$ cat src/rtl/toggle_event_rx_pkg.sv
// Shared types and defaults for the toggle-event receiver.
// TOGGLE_EVENT_RX_GLITCH_FILTER_EN lengthens INIT by one edge to cover the filter stage.
package toggle_event_rx_pkg;

    typedef enum logic {INIT, RUN} rx_state_t;

    localparam int unsigned SYNC_STAGES_DEF = 2;
    localparam int unsigned CNT_W_DEF       = 8;

    // Edges spent in INIT before the reference level is trusted.
    function automatic int unsigned init_edges(input int unsigned sync_stages);
`ifdef TOGGLE_EVENT_RX_GLITCH_FILTER_EN
        return sync_stages + 1;
`else
        return sync_stages;
`endif
    endfunction

endpackage

$ cat src/rtl/toggle_sync.sv
// Multi-flop synchroniser for the toggle line, with an optional one-stage glitch
// filter selected by TOGGLE_EVENT_RX_GLITCH_FILTER_EN.
module toggle_sync
    import toggle_event_rx_pkg::*;
#(
    parameter int unsigned SYNC_STAGES = SYNC_STAGES_DEF
) (
    input  logic clk,
    input  logic reset,
    input  logic tog_in,
    output logic level_o,
    output logic level_d_o
);

    logic [SYNC_STAGES-1:0] chain_q;
    logic [SYNC_STAGES-1:0] chain_d;

    assign chain_d = {chain_q[SYNC_STAGES-2:0], tog_in};

    always_ff @(posedge clk) begin
        if (reset) begin
            chain_q <= '0;
        end else begin
            chain_q <= chain_d;
        end
    end

`ifdef TOGGLE_EVENT_RX_GLITCH_FILTER_EN
    logic filt_q;
    logic filt_d;

    // Accept a level only once the last stage has held it across two samples.
    assign filt_d = (chain_q[SYNC_STAGES-2] == chain_q[SYNC_STAGES-1]) ?
                    chain_q[SYNC_STAGES-1] : filt_q;

    always_ff @(posedge clk) begin
        if (reset) begin
            filt_q <= 1'b0;
        end else begin
            filt_q <= filt_d;
        end
    end

    assign level_o   = filt_q;
    assign level_d_o = filt_d;
`else
    assign level_o   = chain_q[SYNC_STAGES-1];
    assign level_d_o = chain_q[SYNC_STAGES-2];
`endif

endmodule

$ cat src/rtl/toggle_event_rx.sv
// Toggle-encoded event receiver: detects synchronised transitions and queues them
// as a saturating pending count. TOGGLE_EVENT_RX_GLITCH_FILTER_EN adds a glitch filter.
module toggle_event_rx
    import toggle_event_rx_pkg::*;
#(
    parameter int unsigned SYNC_STAGES = SYNC_STAGES_DEF,
    parameter int unsigned CNT_W       = CNT_W_DEF
) (
    input  logic             clk,
    input  logic             reset,
    input  logic             tog_in,
    input  logic             evt_ready,
    input  logic             clr_ovf,
    output logic             evt_pulse,
    output logic             evt_valid,
    output logic [CNT_W-1:0] pend_cnt,
    output logic             overflow,
    output logic             armed
);

    localparam int unsigned      INIT_EDGES = init_edges(SYNC_STAGES);
    localparam int unsigned      INIT_W     = $clog2(INIT_EDGES + 1);
    localparam logic [CNT_W-1:0] CNT_MAX    = '1;

    rx_state_t         state_q, state_d;
    logic [INIT_W-1:0] init_cnt_q, init_cnt_d;
    logic              ref_q, ref_d;
    logic [CNT_W-1:0]  pend_q, pend_d;
    logic              ovf_q, ovf_d;
    logic              pulse_q, pulse_d;
    logic              level;
    logic              level_d;
    logic              inc;
    logic              dec;

    toggle_sync #(
        .SYNC_STAGES (SYNC_STAGES)
    ) u_sync (
        .clk       (clk),
        .reset     (reset),
        .tog_in    (tog_in),
        .level_o   (level),
        .level_d_o (level_d)
    );

    always_ff @(posedge clk) begin
        if (reset) begin
            state_q    <= INIT;
            init_cnt_q <= '0;
            ref_q      <= 1'b0;
            pend_q     <= '0;
            ovf_q      <= 1'b0;
            pulse_q    <= 1'b0;
        end else begin
            state_q    <= state_d;
            init_cnt_q <= init_cnt_d;
            ref_q      <= ref_d;
            pend_q     <= pend_d;
            ovf_q      <= ovf_d;
            pulse_q    <= pulse_d;
        end
    end

    always_comb begin
        state_d    = state_q;
        init_cnt_d = init_cnt_q;
        ref_d      = ref_q;
        pulse_d    = 1'b0;
        inc        = 1'b0;
        pend_d     = pend_q;
        ovf_d      = ovf_q & ~clr_ovf;

        case (state_q)
            INIT: begin
                init_cnt_d = init_cnt_q + INIT_W'(1);
                // Latch the level the synchroniser settles to on this edge so the
                // power-up level never shows up as an event.
                if (init_cnt_q == INIT_W'(INIT_EDGES - 1)) begin
                    ref_d   = level_d;
                    state_d = RUN;
                end
            end
            RUN: begin
                if (level != ref_q) begin
                    ref_d   = level;
                    pulse_d = 1'b1;
                    inc     = 1'b1;
                end
            end
            default: state_d = INIT;
        endcase

        dec = (pend_q != '0) & evt_ready;

        // Saturating count; an increment lost at the ceiling sets the sticky flag.
        if (inc && !dec) begin
            if (pend_q == CNT_MAX) begin
                ovf_d = 1'b1;
            end else begin
                pend_d = pend_q + CNT_W'(1);
            end
        end else if (dec && !inc) begin
            pend_d = pend_q - CNT_W'(1);
        end
    end

    assign evt_pulse = pulse_q;
    assign pend_cnt  = pend_q;
    assign overflow  = ovf_q;
    assign evt_valid = (pend_q != '0);
    assign armed     = (state_q == RUN);

endmodule

$ cat config.mk
export PLATFORM = sky130hd
export DESIGN_NAME = toggle_event_rx
export DESIGN_NICKNAME = d
export VERILOG_FILES = /design/src/rtl/toggle_event_rx_pkg.sv /design/src/rtl/toggle_sync.sv /design/src/rtl/toggle_event_rx.sv
export SDC_FILE = /design/constraint.sdc
export NUM_CORES = 1
export LEC_CHECK = 0
export CAP_MARGIN = 25
export CORE_UTILIZATION = 40
export CTS_BUF_LIST = sky130_fd_sc_hd__clkbuf_16
export CTS_CLUSTER_SIZE = 12
export DETAILED_ROUTE_END_ITERATION = 8
export GPL_TIMING_DRIVEN = 0
export PLACE_DENSITY_LB_ADDON = 0.15
export SLEW_MARGIN = 10
export SYNTH_ARGS = -nofsm -noshare
export SYNTH_HDL_FRONTEND = slang
export SYNTH_SLANG_ARGS = --single-unit
$ cat constraint.sdc
create_clock -name clk -period 2.55 [get_ports clk]
set_input_delay 0.51 -clock clk [delete_from_list [all_inputs] [get_ports clk]]
set_output_delay 0.51 -clock clk [all_outputs]
set_load 0.02 [all_outputs]
; ---- After elaboration in Yosys (flattened, before gate mapping)
; Index checks and enable logic that the tools add are counted.
[word_totals]
register_bits = 16
input_bits = 5
out_inout_bits = 12
wordCells = 40
[op_classes]
n_addsub = 3
eq_ne = 6
mux = 12
bitwise_logic = 4
reduce_logical = 8
[ops]
columns = op, count
row1 = $mux 8, 3
row2 = $add 8x1->8 const B, 1
row3 = $eq 8x8->1 const B, 1
row4 = $mux 1, 8
row5 = $reduce_bool 8->1, 1
row6 = $sub 8x1->8 const B, 1
row7 = $ne 2x2->1 const B, 2
row8 = $reduce_and 2->1, 2
row9 = $add 2x1->2 const B, 1
row10 = $and 1x1->1, 2
row11 = $eq 2x1->1 const B, 1
row12 = $logic_and 1x1->1, 2
row13 = $logic_not 1->1, 2
row14 = $ne 2x1->1 const B, 1
row15 = $not 1->1, 2
row16 = $pmux 1 s2, 1
row17 = $reduce_bool 2->1, 1
row18 = $ne 1x1->1, 1

; ---- Longest topological paths before layout
[logic_depth]
word_depth = 7
depth_mapped = 9
ltp_nobuf = 9

; ---- Cells and area by module
; Synthesis repeated with hierarchy kept, for this count alone.
[unflattened]
cells_unflattened = 109
hier_area_um2 = 927.1
[by_module_without_submodules]
columns = mod, instances, cells_each, area_per_inst_um2, seq_area_each_um2
row1 = toggle_event_rx, 1, 105, 874.6, 280.3
row2 = toggle_sync, 1, 4, 52.6, 40.0

; ---- Worst setup path after synthesis
; No wires, ideal clock.
[synth_path]
path_kind = reg2reg
from = register pend_q[0], in the netlist pend_cnt[0]
to = register pend_q[7], in the netlist pend_cnt[7]
setup_ns = 0.123
arrival_ns = 2.418
required_time_ns = 2.427
setup_slack_ns = 0.009
stages_incl_launch_ff = 10
path_buffers = 0
synth_period_minus_slack_ns = 2.541
path_cell_list = dfxtp_1 > nor4_2 > a21bo_2 > nand2_1 > ha_1 > a21oi_1 > nand2_1 > a21oi_1 > mux2i_1 > mux2_1
[synth_via]
elab_chain_len = 6
elab_cells_between_ends = 14
classes_between = add/sub: 2 / eq/ne: 2 / mux: 3 / bitwise: 1 / reduce/logical: 6
[synth_rtl]
columns = element, line_no
row1 = from (decl), toggle_event_rx.sv:28  ; logic [CNT_W-1:0] pend_q, pend_d;
row2 = from (signal assigned), toggle_event_rx.sv:58  ; pend_q <= pend_d;
row3 = branches (longest 6 deep; another with $sub 8x1->8), --
; Several ways; the timed one is not identified. The select of a mux whose other input is x is not followed.
; A chain may end at the register's enable or synchronous reset.

; ---- Worst setup path in the final report
[layout_path]
from = register pend_q[3], in the netlist pend_cnt[3]
to = register pend_q[6], in the netlist pend_cnt[6]
; Same word-level chain as after synthesis.

==> reports/results.tsv <==
stage	metric	value	unit
pwr	internal power	1.10	mW
clocking	clk root buf	clkbuf_16	
drt	drt pass-1 iters	4	
global_route	Remaining Overflow, GRT	0	
drt	DRT iter0 DRCs	15	
layout	Multi-input gate area	726	um2
timing	endpoints failing hold	0	
global_route	vias in the first global route	797	
pwr	power per cell area	1320	nW/um2
drt	wire per inst	14.7	um
timing	relative slew slack	0.709	
clocking	Max Root-Sink Buffers	2	
die	I/O pin count	17	
place	# placed instances	149	
timing	Least-Margin Pin Slew	427	ps
setup_path	Reg-to-Reg Start	pend_cnt[3]	
layout	number of inserted diodes	0	
synthesis	Synth Flop Type	dfxtp_1	
synthesis	post-synth top area share	0.327	
pwr	Pwr Total	1.84	mW
worst_hold_path	hold crit path type	flop to flop	
synthesis	number of synthesized flops with an enable pin	0	
setup_path	critical path class	flop to flop	
flow_run	maxcap violations	0	
drt	final WL	2290	um
timing	TNS Setup	0	ps
die	Starting Density	0.435	
clocking	Clk pin slew, worst setup/hold paths	50	ps
place	Final Wtd Congestion	0.848	
drt	vias post-DR	863	
run_status	status	completed	
synthesis	top cells by area, synth	dfxtp_1, ha_1, nor2_1, mux2i_1, a21oi_1	
timing	period utilization	0.971	
setup_path	Setup crit end kind	flop	
global_route	total track usage	0.192	
pwr	Reg power frac	0.236	
layout	nets	143	
synthesis	synthesized area	980	um2
global_route	first-pass GRT wire length	3620	um
timing	Fmax achieved	404	MHz
place	Port Buf Inserts	15	
die	Rows	17	
synthesis	cell taking the most area after synthesis	dfxtp_1	
pwr	maximum VDD drop	0.000598	V
layout	layout cells sized above 1	0.234	
die	chip width	51.5	um
place	dpl ws	-577	ps
timing	Final setup viols	0	
synthesis	Mapped Cells	106	
drt	post-route ant nets	0	
clocking	total CTS buffers	3	
clocking	Clk Latency, worst-skew pair	250	ps
die	die area	2650	um2
global_route	initial antenna violation count	0	
pwr	leak pwr	0.555	nW
synthesis	async set-reset flop share out of synthesis	0	
die	Core ar.	2250	um2
place	Final HPWL DP	1460	um
global_route	largest net degree at the start of global routing	11	
drt	Vias/cell	5.53	
clocking	clock sink total	16	
setup_path	worst setup path start	pend_cnt[3]	
synthesis	Yosys cell types	35	
layout	Layout area overhead	42.3	%
synthesis	Syn. warnings	0	
timing	min cycle time layout	2480	ps
setup_path	Critical Path Start Type	flop	
timing	max-slew violation count	0	
layout	Reg area	320	um2
setup_path	crit path DAT	2610	ps
clocking	CTS tree	built	
pwr	Comb power frac	0.597	
synthesis	sequential share of the synthesized area	0.327	
worst_hold_path	WHS Path Cells	1	
synthesis	synthesized net count	119	
timing	Final Skew	2.61	ps
layout	Final Util	0.618	
clocking	htree depth	1	
synthesis	Seq cells post-synth	16	
timing	final worst slack	74.3	ps
synthesis	Avg Inst Size Synth	9.24	um2
worst_hold_path	startpoint of the worst hold path	u_sync.chain_q[0]	
synthesis	Post-synth top cells	nor2_1, dfxtp_1, a21oi_1	
setup_path	CP max FO	8	
pwr	Psw	0.737	mW
layout	Filler Cell Count	203	
setup_path	Worst Path Required	2690	ps
layout	final cell count without fillers	156	
die	Die H	51.5	um
pwr	Clock power frac	0.167	
setup_path	R2R cell count	9	
pwr	Switching Share	0.401	
drt	DRC errors left	0	
synthesis	count leader, synth	nor2_1	
-- critical path: stages, from the launching register on --
cell	delay [ps]
dfxtp_1	370
nor4_4	370
a21bo_4	210
nand2_8	100
ha_1	400
o21ai_0	120
nor2_1	220
mux2_2	370
o21ai_1	130
a21oi_1	70
-- placed cells by master (no fill, tap or decap), drive strengths merged, types with 3 or more instances in the layout --
master	Yosys	routed
o21ai	4	4
xnor2	3	3
xor2	3	3
a211oi	3	3
mux2i	6	6
nor2b	4	4
a21oi	9	9
nand2	5	5
clkbuf	1	4
buf	1	5
dfxtp	16	16
ha	7	7
nor2	18	18
nor3b	3	3
clkdlybuf4s50	1	15
inv	5	5
-- power by group through the flow --
stage	sequential, mW	combinational [mW]	clock [mW]
4_1_cts	0.422	0.993	0.312
5_1_grt	0.445	1.19	0.323
3_3_place_gp	0.409	0.860	0
2_1_floorplan	0.457	0.588	0
3_5_place_dp	0.412	0.868	0
6_report	0.434	1.10	0.307
-- repair_timing --
action / CTS / global route
hold endpoints to repair: 0 / 0
gates cloned: 0 / 0
endpoints found under the setup margin: 2 / 3
pin swaps: 3 / 5
setup buffers: 2 / 2
hold buffers: 0 / 0
gates resized for setup: 12 / 9
-- per-stage QoR --
| step | hold slack [ps] | area (um2) |
|---|---|---|
| 6_report | 464 | 1390 |
| 4_1_cts | 467 | 1350 |
| 3_5_place_dp | 458 | 1160 |
| 3_3_place_gp | 454 | 1160 |
| 2_1_floorplan | 438 | 980 |
| 5_1_grt | 479 | 1390 |
-- kinds of logic (layout without fill, tap and decap cells) --
kind of cell    after synthesis  in the layout  synth area share
xor+xnor                      6              6            0.0536
fa+ha+maj                     8              8             0.110
compound gates               22             22             0.149
flops                        16             16             0.327
simple gates                 38             38             0.207
mux                           8              8            0.0971
buf+inv                       8             30            0.0562
-- sequential cells by signal (all words and copies together) (netlist names) --
signal	flops
init_cnt_q	2
u_sync.chain_q	2
armed	1
overflow	1
pend_cnt	8
ref_q	1
evt_pulse	1
-- worst paths after layout --
| check | end | slack [ps] |
|---|---|---|
| worst max-delay path | pend_cnt[6] | 70 |
| worst min register to register | u_sync.chain_q[1] | 460 |
| worst max register to register | pend_cnt[6] | 70 |
| worst min-delay path | u_sync.chain_q[1] | 460 |
-- layer usage --
| layer | global-route usage | vias to the layer above | part of all wire |
|---|---|---|---|
| li1 | - | 422 | - |
| met1 | 0.233 | 423 | 0.46 |
| met2 | 0.310 | 13 | 0.50 |
| met3 | 0.0439 | 5 | 0.024 |
| met4 | 0.108 | 0 | 0.019 |
| met5 | 0 | - | 0 |
-- final cells by class --
cell class | instances | share of cell area
timing repair buffer | 19 | 0.131
multi-input combinational | 82 | 0.521
clock buffer | 3 | 0.0539
sequential | 16 | 0.230
tap | 28 | 0.0251
buffer | 3 | 0.0260
inverter | 5 | 0.0135
No activity file was read; power rests on OpenSTA's default activity.
